<file path="config.mk">
export PLATFORM = sky130hd
export DESIGN_NAME = instr_fetch_sequencer_flat
export DESIGN_NICKNAME = d
export VERILOG_FILES = /design/src/rtl/instr_fetch_if.sv /design/src/rtl/instr_fetch_sequencer.sv /design/src/flat_wrapper.sv
export SDC_FILE = /design/constraint.sdc
export NUM_CORES = 1
export LEC_CHECK = 0
export CORE_UTILIZATION = 49
export CTS_CLUSTER_DIAMETER = 120
export CTS_CLUSTER_SIZE = 24
export DETAILED_ROUTE_END_ITERATION = 6
export PLACE_DENSITY = 0.85
export SETUP_SLACK_MARGIN = 0.5
export SLEW_MARGIN = 20
export SYNTH_ARGS = -nofsm -noshare
export SYNTH_HDL_FRONTEND = slang
export SYNTH_SLANG_ARGS = --single-unit
</file>
<file path="constraint.sdc">
create_clock -name clk -period 3.9 [get_ports clk]
set_clock_uncertainty 0.05 [all_clocks]
set_input_delay 0.78 -clock clk [delete_from_list [all_inputs] [get_ports clk]]
set_output_delay 0.78 -clock clk [all_outputs]
set_load 0.02 [all_outputs]
</file>
<file path="src/rtl/instr_fetch_if.sv">
// Fetch-side bus bundle: program-memory read port, branch redirect input and
// the valid/ready instruction channel towards execute.
interface instr_fetch_if #(
  parameter int ADDR_W = 16
);
  logic              mem_req;
  logic [ADDR_W-1:0] mem_addr;
  logic              mem_ack;
  logic [15:0]       mem_rdata;
  logic              redirect_valid;
  logic [ADDR_W-1:0] redirect_pc;
  logic              out_valid;
  logic              out_ready;
  logic [15:0]       out_instr_hi;
  logic [15:0]       out_instr_lo;
  logic [2:0]        out_group;
  logic [ADDR_W-1:0] out_pc;
  logic [15:0]       issued_count;

  modport master (
    output mem_req, mem_addr,
    input  mem_ack, mem_rdata,
    input  redirect_valid, redirect_pc,
    output out_valid,
    input  out_ready,
    output out_instr_hi, out_instr_lo, out_group, out_pc, issued_count
  );

  modport slave (
    input  mem_req, mem_addr,
    output mem_ack, mem_rdata,
    output redirect_valid, redirect_pc,
    input  out_valid,
    output out_ready,
    input  out_instr_hi, out_instr_lo, out_group, out_pc, issued_count
  );
endinterface

</file>
<file path="src/rtl/instr_fetch_sequencer.sv">
// Instruction fetch controller: reads one or two 16-bit words per instruction,
// classifies the opcode group and hands the result to execute via valid/ready.
module instr_fetch_sequencer #(
  parameter int                ADDR_W   = 16,
  parameter logic [ADDR_W-1:0] RESET_PC = '0
) (
  input  logic          clk,
  input  logic          rst_n,
  instr_fetch_if.master bus
);

  localparam logic [1:0] S_REQ_HI = 2'd0;
  localparam logic [1:0] S_REQ_LO = 2'd1;
  localparam logic [1:0] S_ISSUE  = 2'd2;

  localparam logic [ADDR_W-1:0] PC_STEP = ADDR_W'(1);

  logic [1:0]        state_q, state_d;
  logic [ADDR_W-1:0] pc_q, pc_d;
  logic              out_valid_q, out_valid_d;
  logic [15:0]       instr_hi_q, instr_hi_d;
  logic [15:0]       instr_lo_q, instr_lo_d;
  logic [2:0]        group_q, group_d;
  logic [ADDR_W-1:0] out_pc_q, out_pc_d;
  logic [15:0]       issued_count_q, issued_count_d;

  function automatic logic [2:0] classify(input logic [15:0] w);
    if (!w[15])                     return 3'd1;
    else if (w[15:14] == 2'b10)     return 3'd2;
    else if (w[15:12] == 4'b1100)   return 3'd3;
    else if (w[15:12] == 4'b1101)   return 3'd4;
    else if (w[15:10] == 6'b111000) return 3'd5;
    else                            return 3'd0;
  endfunction

  always_comb begin
    state_d        = state_q;
    pc_d           = pc_q;
    instr_hi_d     = instr_hi_q;
    instr_lo_d     = instr_lo_q;
    group_d        = group_q;
    out_pc_d       = out_pc_q;
    issued_count_d = issued_count_q;

    // Read data acked alongside a redirect belongs to the abandoned path.
    case (state_q)
      S_REQ_HI: begin
        if (bus.mem_ack && !bus.redirect_valid) begin
          instr_hi_d = bus.mem_rdata;
          instr_lo_d = 16'h0000;
          group_d    = classify(bus.mem_rdata);
          out_pc_d   = pc_q;
          pc_d       = pc_q + PC_STEP;
          state_d    = (classify(bus.mem_rdata) == 3'd5) ? S_REQ_LO : S_ISSUE;
        end
      end
      S_REQ_LO: begin
        if (bus.mem_ack && !bus.redirect_valid) begin
          instr_lo_d = bus.mem_rdata;
          pc_d       = pc_q + PC_STEP;
          state_d    = S_ISSUE;
        end
      end
      S_ISSUE: begin
        if (out_valid_q && bus.out_ready) begin
          issued_count_d = issued_count_q + 16'd1;
          state_d        = S_REQ_HI;
        end
      end
      default: state_d = S_REQ_HI;
    endcase

    // A handshake in the redirect cycle still counts; only the PC/state move.
    if (bus.redirect_valid) begin
      pc_d    = bus.redirect_pc;
      state_d = S_REQ_HI;
    end

    out_valid_d = (state_d == S_ISSUE);
  end

  always_ff @(posedge clk) begin
    if (!rst_n) begin
      state_q        <= S_REQ_HI;
      pc_q           <= RESET_PC;
      out_valid_q    <= 1'b0;
      instr_hi_q     <= 16'h0000;
      instr_lo_q     <= 16'h0000;
      group_q        <= 3'd0;
      out_pc_q       <= '0;
      issued_count_q <= 16'h0000;
    end else begin
      state_q        <= state_d;
      pc_q           <= pc_d;
      out_valid_q    <= out_valid_d;
      instr_hi_q     <= instr_hi_d;
      instr_lo_q     <= instr_lo_d;
      group_q        <= group_d;
      out_pc_q       <= out_pc_d;
      issued_count_q <= issued_count_d;
    end
  end

  assign bus.mem_req      = (state_q == S_REQ_HI) || (state_q == S_REQ_LO);
  assign bus.mem_addr     = pc_q;
  assign bus.out_valid    = out_valid_q;
  assign bus.out_instr_hi = instr_hi_q;
  assign bus.out_instr_lo = instr_lo_q;
  assign bus.out_group    = group_q;
  assign bus.out_pc       = out_pc_q;
  assign bus.issued_count = issued_count_q;

endmodule
</file>
<file path="src/flat_wrapper.sv">
// flat-port wrapper written by rule: the top's interface ports become plain ports
module instr_fetch_sequencer_flat 
#(
  parameter int                ADDR_W   = 16,
  parameter logic [ADDR_W-1:0] RESET_PC = '0
)
  (clk, rst_n, bus_mem_req, bus_mem_addr, bus_mem_ack, bus_mem_rdata, bus_redirect_valid, bus_redirect_pc, bus_out_valid, bus_out_ready, bus_out_instr_hi, bus_out_instr_lo, bus_out_group, bus_out_pc, bus_issued_count);
  instr_fetch_if #(.ADDR_W(ADDR_W)) bus_i ();
  input  logic clk;
  input  logic rst_n;
  output wire logic [$bits(bus_i.mem_req)-1:0] bus_mem_req;
  output wire logic [$bits(bus_i.mem_addr)-1:0] bus_mem_addr;
  input wire logic [$bits(bus_i.mem_ack)-1:0] bus_mem_ack;
  input wire logic [$bits(bus_i.mem_rdata)-1:0] bus_mem_rdata;
  input wire logic [$bits(bus_i.redirect_valid)-1:0] bus_redirect_valid;
  input wire logic [$bits(bus_i.redirect_pc)-1:0] bus_redirect_pc;
  output wire logic [$bits(bus_i.out_valid)-1:0] bus_out_valid;
  input wire logic [$bits(bus_i.out_ready)-1:0] bus_out_ready;
  output wire logic [$bits(bus_i.out_instr_hi)-1:0] bus_out_instr_hi;
  output wire logic [$bits(bus_i.out_instr_lo)-1:0] bus_out_instr_lo;
  output wire logic [$bits(bus_i.out_group)-1:0] bus_out_group;
  output wire logic [$bits(bus_i.out_pc)-1:0] bus_out_pc;
  output wire logic [$bits(bus_i.issued_count)-1:0] bus_issued_count;
  assign bus_mem_req = bus_i.mem_req;
  assign bus_mem_addr = bus_i.mem_addr;
  assign bus_i.mem_ack = bus_mem_ack;
  assign bus_i.mem_rdata = bus_mem_rdata;
  assign bus_i.redirect_valid = bus_redirect_valid;
  assign bus_i.redirect_pc = bus_redirect_pc;
  assign bus_out_valid = bus_i.out_valid;
  assign bus_i.out_ready = bus_out_ready;
  assign bus_out_instr_hi = bus_i.out_instr_hi;
  assign bus_out_instr_lo = bus_i.out_instr_lo;
  assign bus_out_group = bus_i.out_group;
  assign bus_out_pc = bus_i.out_pc;
  assign bus_issued_count = bus_i.issued_count;
  instr_fetch_sequencer #(.ADDR_W(ADDR_W), .RESET_PC(RESET_PC)) u_core (.clk(clk), .rst_n(rst_n), .bus(bus_i));
endmodule
</file>
==> impl_results.md, run 1 <==
* Status: finished clean
* Max Transition Viols Final at 0
* Clk Latency, worst-skew pair at ~0.35 ns
* Post-Syn Nets at ~470
* Antenna Cells at 0
* VDD IR max at 223 uV
* Num CTS Buffers at 9
* Sw Share at roughly 28%
* CP Capture Type: flop
* CTS Root Cell: clkbuf_8
* WP buf/inv at 1
* IO buf count at roughly 120
* Largest net degree at the start of global routing at 58
* Setup CP Type: in -> reg
* Comb pwr share at between 10% and 20%
* Post-synth EDFFs at 0
* Sequential group share of total power at 53.2%
* YS warnings at 0
* Vias in the first global route at approximately 3.2k
* H-tree depth at 3
* Initial Utilization at between 50% and 60%
* Critical Path Max Stage Delay at roughly 0.67 ns
* Clock Power Share at about a third
* Antenna violations before repair at 0
* Min-delay src: u_core.bus.out_instr_lo[7]$_SDFFE_PN0P_
* Core Util, Final at between 70% and 80%
* Non-Filler Instances at ~640
* Seq/Total Area, Yosys at a little under half
* GRT overflow at 0
* DR WL/cell at between 10 and 15 um
* # clock sinks at 86
* Power per cell area at between 300 and 400 nW/um2
* Top-Level Pins at approximately 120
* Reg clk slew, reported paths at around 0.10 ns
* FF-to-FF Start: u_core.state_q[1]$_SDFF_PN0_
* Kind of cell adding the most delay to the critical path: simple AND/OR/NAND/NOR gates
* CTS Hold Bufs at 0
* LEAKAGE at between 1.5 and 2 nW
* Metal2 WL at approximately 4700 um
* CTS tree: done
* Final Power at between 1.5 and 2 mW
* DPL Wire Length at around 6800 um
* Chip height at slightly below 90 um
* Total global-route track usage at between 20% and 30%
* Sequential standard cell area at about 1700 um2
* Area of the multi-input gates at 1720 um2
* Switching power at around 500 uW
* Total wire length at 9560 um
* Setup Fix Bufs, Post-CTS at 0
* Slew Limit Headroom at about a third
* Hold path cells at 2
* Synthesized flop and latch total at 86
* Int Pwr at 1.28 mW
* Startpoint Class: primary input
* Met1 WL at 4140 um
* Commonest cells after routing, fill and taps aside: clkdlybuf4s50_1 (121), nand2_1 (110), dfxtp_1 (86)
* Final hold vios at 0
* Wire length on met3 at between 500 and 600 um
* Worst path cell trace: clkdlybuf4s50_1 -> or3b_1 -> nor2_8 -> nand4_1 -> a21oi_1
* Worst EP arrival at approximately 2.9 ns
* Unrepaired setup endpoints after global routing: no
* Clock Path Buffers at 2
* Post-route cell area at roughly 5000 um2
* # rows at 30
* Mapped Cells at 433
* Fraction of layout cells with a size suffix above 1 at under 10%
* Die X at roughly 88 um
* Reg2reg end: u_core.bus.out_instr_lo[14]$_SDFFE_PN0P_
* Reg-to-reg slack, setup at around 1.7 ns
* DR iter-0 viols at between 200 and 250
* Die area at about 7700 um2
* DR top layer: met4
* Post-CTS Resized at 0
* Top_reg_cell synth: dfxtp_1
* Final Cycle Share at 68.5%
* FF-to-FF path depth at 6
* Core ar. at 6940 um2
* Setup violators final at 0
* Total placed instance area at slightly below 5000 um2
* Slew @ Worst Pin at 0.972 ns
* DR pass1 iterations at 5
* Syn Std Cell Area at roughly 3600 um2
* Syn avg cell area at ~8.3 um2
* Max frequency at between 300 and 400 MHz
* Critical path required time at between 4 and 5 ns
* Worst hold path endpoint: u_core.bus.out_instr_lo[7]$_SDFFE_PN0P_
* Nets at approximately 580
* Post-route ant nets at 0
* Hold crit path type: reg -> reg
* Vias at 3456
* Minimum clock period at about 2.7 ns
* GPL Wtd Cong at between 0.8 and 0.9
* First-pass GRT wire length at 15200 um
* Most common cell after layout, fill and taps aside: clkdlybuf4s50_1
* Ys async rst share at 0%
* Slowest CP cell: or3b_1
* Layout fillers at 512
* Number of distinct library cells after synthesis at 44
* Crit-path max FO at 35
* Via density at around 5.4
* DRC at 0
* Syn-to-layout area delta at 39.0%
* Total negative slack at 0 ns
* Placed insts at ~630
* Max-Cap Viols at 0
==> sequential cells by signal (all words and copies together), names as in the netlist <==
signal	cells
u_core.bus.out_pc	16
u_core.state_q	2
u_core.bus.issued_count	16
u_core.bus.out_group	3
u_core.bus.out_valid	1
u_core.bus.out_instr_lo	16
u_core.bus.out_instr_hi	16
u_core.bus.mem_addr	16
==> power groups by stage <==
stage / logic [mW] / registers (mW) / clock network [mW]
after floorplan: 0.0915 / 0.991 / 0
after global placement: 0.240 / 0.961 / 0
after detailed placement: 0.245 / 0.962 / 0
after CTS: 0.246 / 0.942 / 0.589
after global routing: 0.264 / 0.946 / 0.631
final: 0.245 / 0.942 / 0.583
==> stage by stage <==
| stage | worst slack (ns) | hold slack [ns] |
|---|---|---|
| 2_1_floorplan | 1.99 | 0.479 |
| 3_3_place_gp | 0.943 | 0.393 |
| 3_5_place_dp | 0.871 | 0.396 |
| 4_1_cts | 1.25 | 0.410 |
| 5_1_grt | 1.13 | 0.428 |
| 6_report | 1.23 | 0.408 |
==> routing by layer <==
| layer | up-vias | global-route usage, % |
|---|---|---|
| met4 | 0 | 10.9 |
| met5 | - | 0 |
| met2 | 123 | 42.5 |
| li1 | 1693 | - |
| met3 | 21 | 4.81 |
| met1 | 1619 | 31.9 |
==> cells by family after synthesis <==
| group | count (synthesis) | synth area share, % |
|---|---|---|
| mux | 6 | 1.66 |
| simple gates | 188 | 26.1 |
| flops | 86 | 47.7 |
| xor+xnor | 23 | 5.58 |
| buf+inv | 36 | 4.75 |
| compound gates | 92 | 13.5 |
| fa+ha+maj | 2 | 0.693 |
==> Yosys cell counts, drive strengths merged, types with 2 or more instances <==
cell type	n	area share, %
inv	11	1.1
nor3	8	1.1
a211oi	2	0.42
nand2b	5	0.87
nor4	8	2.1
and4b	2	0.55
o21ai	18	2.5
nor2	17	2.2
nand2	110	11
buf	14	2.5
a31oi	2	0.35
xnor2	16	3.9
nand3	12	1.7
mux2i	6	1.7
clkbuf	11	1.1
a21oi	65	9.0
a221oi	2	0.49
dfxtp	86	48
xor2	7	1.7
ha	2	0.69
nand4	10	2.1
nand4b	5	1.6
or3	2	0.35
==> worst max path at each step <==
stage / slack [ns] / depth (start not counted) / startpoint / endpoint
detailed placement: 0.87 / 5 / bus_mem_ack / u_core.bus.out_group[2]$_SDFFE_PN0P_
finish: 1.23 / 5 / bus_mem_ack / u_core.bus.out_group[2]$_SDFFE_PN0P_
CTS: 1.25 / 5 / bus_mem_ack / u_core.bus.out_group[2]$_SDFFE_PN0P_
global route: 1.13 / 5 / bus_mem_ack / u_core.bus.out_group[2]$_SDFFE_PN0P_
global placement: 0.94 / 5 / bus_mem_ack / u_core.bus.out_group[2]$_SDFFE_PN0P_
floorplan: 1.99 / 4 / bus_mem_rdata[10] / u_core.bus.out_valid$_SDFF_PN0_
==> tightest hold or removal path: stages (launching register included) <==
cell and delay (ns):
dfxtp_1 0.32, nand2_1 0.05, a21oi_1 0.05
==> area by class of cell <==
type	instances	share of cell area [%]
clock inverter	6	0.898
inverter	11	0.823
timing repair buffer	124	24.6
clock buffer	10	2.74
tap	96	2.40
sequential	86	34.3
multi-input combinational	311	34.2
Power figures use the tool's default switching activity.
==> run 2, diff against run 1 <==
CORE_UTILIZATION = 41   (was 49)
PLACE_DENSITY = 0.76   (was 0.85)
clock period = 2.4 ns   (was 3.9 ns; I/O delays follow)
==> run 2 against run 1 <==
Clock power increased by 71%. Flip-flop and latch count unchanged. Global-route usage decreased by 3.3 points. Critical endpoint unchanged. Largest power group unchanged. Highest routed layer unchanged.
==> impl_results.md, run 2 (synthesis gave the netlist of run 1 again) <==
* Metal2 WL at 4690 um
* Comb pwr share at between 10 and 15%
* Vias in the first global route at around 3.3k
* Slew @ Worst Pin at about 0.43 ns
* Worst path cell trace: clkdlybuf4s50_1 -> or3b_4 -> nor2_8 -> buf_4 -> nand4_1 -> a21oi_1
* DR top layer: met4
* Status: finished clean
* Startpoint Class: primary input
* Reg-to-reg slack, setup at 0.61 ns
* Int Pwr at around 2.2 mW
* Nets at 600
* CP Launch Point: bus_mem_ack
* Core ar. at 8380 um2
* Critical path required time at approximately 2.6 ns
* Antenna violations before repair at 0
* Reg2reg end: u_core.bus.mem_addr[15]$_SDFFE_PN0P_
* Max Transition Viols Final at 0
* Sw Share at roughly a quarter
* Hold Slack at a little over 0.4 ns
* CTS Root Cell: clkbuf_8
* Met1 WL at 4320 um
* Crit path to: u_core.bus.out_group[2]$_SDFFE_PN0P_
* Top-Level Pins at about 120
* Post-route ant nets at 0
* Total wire length at 9930 um
* Via density at approximately 5.2
* Setup violators final at 0
* Total global-route track usage at roughly 22%
* Initial Utilization at a little over two fifths
* LEAKAGE at ~2.1 nW
* DR pass1 iterations at 4
* Slew Limit Headroom at 71.0%
* Final Power at ~2.9 mW
* Chip height at approximately 96 um
* Minimum clock period at about 1.9 ns
* Unrepaired setup endpoints after global routing: no
* CTS tree: done
* Antenna Cells at 0
* Total negative slack at 0 ns
* Commonest cells after routing, fill and taps aside: nand2_1 (110), clkdlybuf4s50_1 (86), dfxtp_1 (85)
* # clock sinks at 86
* DRC at 0
* Die area at between 9000 and 10000 um2
* Final Cycle Share at 78.4%
* First-pass GRT wire length at between 15000 and 20000 um
* FF-to-FF path depth at 4
* Clock Power Share at 33.9%
* Wire length on met3 at about 790 um
* # rows at 33
* FF-to-FF Start: u_core.bus.mem_addr[2]$_SDFFE_PN0P_
* VDD IR max at 308 uV
* Crit-path max FO at 10
* Hold crit path type: reg -> reg
* Num CTS Buffers at 9
* Worst EP arrival at ~2.1 ns
* Slowest CP cell: clkdlybuf4s50_1
* Max-Cap Viols at 0
* Setup CP Type: in -> reg
* Vias at roughly 3.5k
* Most common cell after layout, fill and taps aside: nand2_1
* IO buf count at about 120
* Reg clk slew, reported paths at about 0.090 ns
* CTS Hold Bufs at 0
* Syn-to-layout area delta at 43.4%
* DPL Wire Length at roughly 7000 um
* Fraction of layout cells with a size suffix above 1 at between 8 and 9%
* Sequential group share of total power at between 50 and 60%
* Final hold vios at 0
* GRT overflow at 0
* DR iter-0 viols at between 100 and 150
* Critical Path Max Stage Delay at around 0.53 ns
* GPL Wtd Cong at approximately 0.81
* Switching power at 786 uW
* DR WL/cell at 14.8 um
* Die X at around 96 um
* Max frequency at around 530 MHz
* Clk Latency, worst-skew pair at between 0.3 and 0.4 ns
* Power per cell area at between 500 and 600 nW/um2
* H-tree depth at 3
* CP Capture Type: flop
* Largest net degree at the start of global routing at 30
* Clock Path Buffers at 2
-- run 2: routing by layer --
layer  up-vias  track usage [%]
li1       1730                -
met1      1608             27.6
met2       140             36.4
met3        13             5.61
met4         0             9.08
met5         -                0
-- run 2: power groups by stage --
stage	combinational, mW	sequential [mW]	clock (mW)
after global routing	0.450	1.54	1.07
final	0.417	1.53	0.998
after detailed placement	0.420	1.56	0
after global placement	0.413	1.56	0
after CTS	0.410	1.53	1.01
after floorplan	0.149	1.61	0
-- run 2: layout make-up --
class / instances / area (um2)
fill: 785 / 3210
inverter: 11 / 41.3
multi-input combinational: 311 / 1720
tap: 105 / 131
clock inverter: 5 / 60.1
clock buffer: 11 / 131
timing repair buffer: 142 / 1360
sequential: 86 / 1730
-- run 2: critical path, delay by kind of cell --
family,cells,cell delay [ns]
buf+inv,2,0.68
compound gates,1,0.18
simple gates,3,0.77
-- run 2: how the worst min path moves through the flow --
| stage | from | to | cells past startpoint |
|---|---|---|---|
| after floorplan | u_core.bus.out_group[1]$_SDFFE_PN0P_ | u_core.bus.out_group[1]$_SDFFE_PN0P_ | 2 |
| after global placement | u_core.bus.out_instr_hi[9]$_SDFFE_PN0P_ | u_core.bus.out_instr_hi[9]$_SDFFE_PN0P_ | 2 |
| after detailed placement | u_core.bus.out_instr_lo[2]$_SDFFE_PN0P_ | u_core.bus.out_instr_lo[2]$_SDFFE_PN0P_ | 2 |
| after CTS | u_core.bus.out_instr_lo[2]$_SDFFE_PN0P_ | u_core.bus.out_instr_lo[2]$_SDFFE_PN0P_ | 2 |
| after global routing | u_core.bus.out_pc[9]$_SDFFE_PN0P_ | u_core.bus.out_pc[9]$_SDFFE_PN0P_ | 2 |
| final | u_core.bus.out_instr_lo[2]$_SDFFE_PN0P_ | u_core.bus.out_instr_lo[2]$_SDFFE_PN0P_ | 2 |
-- run 2: through the flow --
step / instance area (um2) / utilization (%) / setup slack, ns / std cells
floorplan: 3610 / - / 0.684 / 433
CTS: 5110 / 60.9 / 0.377 / 665
detailed placement: 4950 / 59.0 / 0.113 / 649
global route: 5180 / 61.8 / 0.497 / 671
finish: 5180 / 61.8 / 0.518 / 671
global placement: 4950 / 59.0 / 0.180 / 649
-- run 2: timing repair --
item                                    4_1_cts  5_1_grt
cloned                                        0        0
pin swaps                                     0        3
endpoints found under the setup margin       31       27
setup buffers                                 0        6
resized for setup                            30        9
==> run 3, diff against run 2 <==
CORE_UTILIZATION = 45   (was 41)
PLACE_DENSITY = 0.79   (was 0.76)
clock period = 1.8 ns   (was 2.4 ns; I/O delays follow)
==> run 3 against run 2 <==
Cell area rose by 32%. Via count rose by 23%. Wire length rose by 57%. Largest power group unchanged. Non-clock buffer count rose by 79. Global-route usage is 7.4 points higher. Combinational power is 120% higher. Register-to-register slack got worse by 0.43 ns. Core utilization is 27 points higher. Cell count increased by 11%. Sequential share of layout area is 6.3 points lower. Total power up 53%.
==> impl_results.md, run 3 (synthesis gave the netlist of run 1 again) <==
* Total global-route track usage at roughly 30%
* DR WL/cell at 20.8 um
* DR pass1 iterations at 5
* Critical path required time at around 2 ns
* Max-Cap Viols at 0
* DPL Wire Length at approximately 7200 um
* H-tree depth at 3
* Syn-to-layout area delta at 89.2%
* FF-to-FF Start: u_core.state_q[1]$_SDFF_PN0_
* # clock sinks at 86
* Min-delay src: bus_mem_rdata[11]
* Hold Slack at about 0.34 ns
* Most common cell after layout, fill and taps aside: buf_4
* # rows at 32
* Num CTS Buffers at 9
* VDD IR max at a little under 500 uV
* CP Capture Type: flop
* Setup violators final at 0
* Reg clk slew, reported paths at 0.09 ns
* Top-Level Pins at between 100 and 150
* Final Cycle Share at between 80 and 90%
* Area of the multi-input gates at 2580 um2
* Final Power at around 4.5 mW
* GPL Wtd Cong at 0.830
* CTS Root Cell: clkbuf_8
* FF-to-FF path depth at 5
* Clk Latency, worst-skew pair at 0.37 ns
* Slew @ Worst Pin at slightly below 0.4 ns
* Placed insts at between 600 and 700
* Hold path cells at 4
* Unrepaired setup endpoints after global routing: yes
* Vias in the first global route at approximately 4k
* CTS tree: done
* Worst EP arrival at about 1.8 ns
* Chip height at about 92 um
* Clock Path Buffers at 2
* Final setup margin at between 0.15 and 0.2 ns
* GRT overflow at 0
* Sequential standard cell area at approximately 1800 um2
* First-pass GRT wire length at around 19000 um
* Antenna violations before repair at 0
* Nets at between 600 and 700
* Total wire length at between 15000 and 20000 um
* Via density at roughly 5.7
* Post-route ant nets at 0
* Core ar. at slightly below 8000 um2
* LEAKAGE at 3.04 nW
* Max Transition Viols Final at 0
* Max frequency at a little over 600 MHz
* DR iter-0 viols at 210
* Vias at 4277
* Non-Filler Instances at between 700 and 800
* Crit-path max FO at 7
* Largest net degree at the start of global routing at 30
* Die X at a little over 90 um
* Die area at around 8400 um2
* Initial Utilization at 46.7%
* Startpoint Class: flop
* Slew Limit Headroom at 73.9%
* Final hold vios at 0
* Power per cell area at approximately 660 nW/um2
* Layout fillers at 345
* DRC at 0
* Setup CP Type: reg -> reg
* Fraction of layout cells with a size suffix above 1 at 60.3%
* Commonest cells after routing, fill and taps aside: buf_4 (112), nand2_1 (68), a21oi_2 (46)
* Placement Setup Slack at -0.204 ns
* Minimum clock period at 1.62 ns
* CTS Hold Bufs at 0
* Status: finished clean
* Hold crit path type: in -> reg
* IO buf count at 121
* CP Launch Point: u_core.state_q[1]$_SDFF_PN0_
## run 3: cell type report
type | instances | share of cell area, %
tap | 102 | 1.87
clock buffer | 13 | 3.12
inverter | 11 | 0.605
antenna | 1 | 0.0367
timing repair buffer | 221 | 29.2
multi-input combinational | 311 | 37.8
clock inverter | 3 | 0.385
sequential | 86 | 27.1
## run 3: path summary, 6_finish.rpt
check                                                   to  slack (ns)
setup reg to reg      u_core.bus.mem_addr[11]$_SDFFE_PN0P_        0.18
hold / removal    u_core.bus.out_instr_lo[11]$_SDFFE_PN0P_        0.34
setup / recovery      u_core.bus.mem_addr[11]$_SDFFE_PN0P_        0.18
hold reg to reg          u_core.bus.out_pc[4]$_SDFFE_PN0P_        0.41
## run 3: routing by layer
| metal | GRT usage, % | up-vias | share of wire (%) |
|---|---|---|---|
| met5 | 0 | - | 0 |
| met1 | 35.4 | 2093 | 39 |
| met3 | 5.86 | 69 | 5.4 |
| li1 | - | 1894 | - |
| met4 | 13.8 | 0 | 4.8 |
| met2 | 50.5 | 221 | 51 |
## run 3: critical path, stage by stage, from the launching register on
cell and delay (ns):
dfxtp_4 0.39, buf_6 0.14, nand4b_1 0.25, nor4_2 0.38, xnor2_1 0.19, a21oi_1 0.10
## run 3: where the power goes
part | total, mW | switching, mW | internal (mW)
Clock | 1.57 | 0.768 | 0.806
Sequential | 2.02 | 0.0776 | 1.95
Combinational | 0.897 | 0.483 | 0.414
Total | 4.49 | 1.33 | 3.17
## run 3: repair_timing
action | 4_1_cts | 5_1_grt
cloned | 2 | 1
setup buffers | 37 | 24
endpoints found under the setup margin | 169 | 139
pin swaps | 58 | 85
gates resized for setup | 496 | 175
## run 3: metrics by stage
| stage | instance area, um2 | setup TNS [ns] | util, % |
|---|---|---|---|
| after floorplan | 3810 | 0 | - |
| after global placement | 5310 | -5.63 | 68.7 |
| after detailed placement | 5310 | -7.08 | 68.7 |
| after CTS | 6000 | 0 | 77.6 |
| after global routing | 6820 | 0 | 88.3 |
| final | 6830 | 0 | 88.3 |
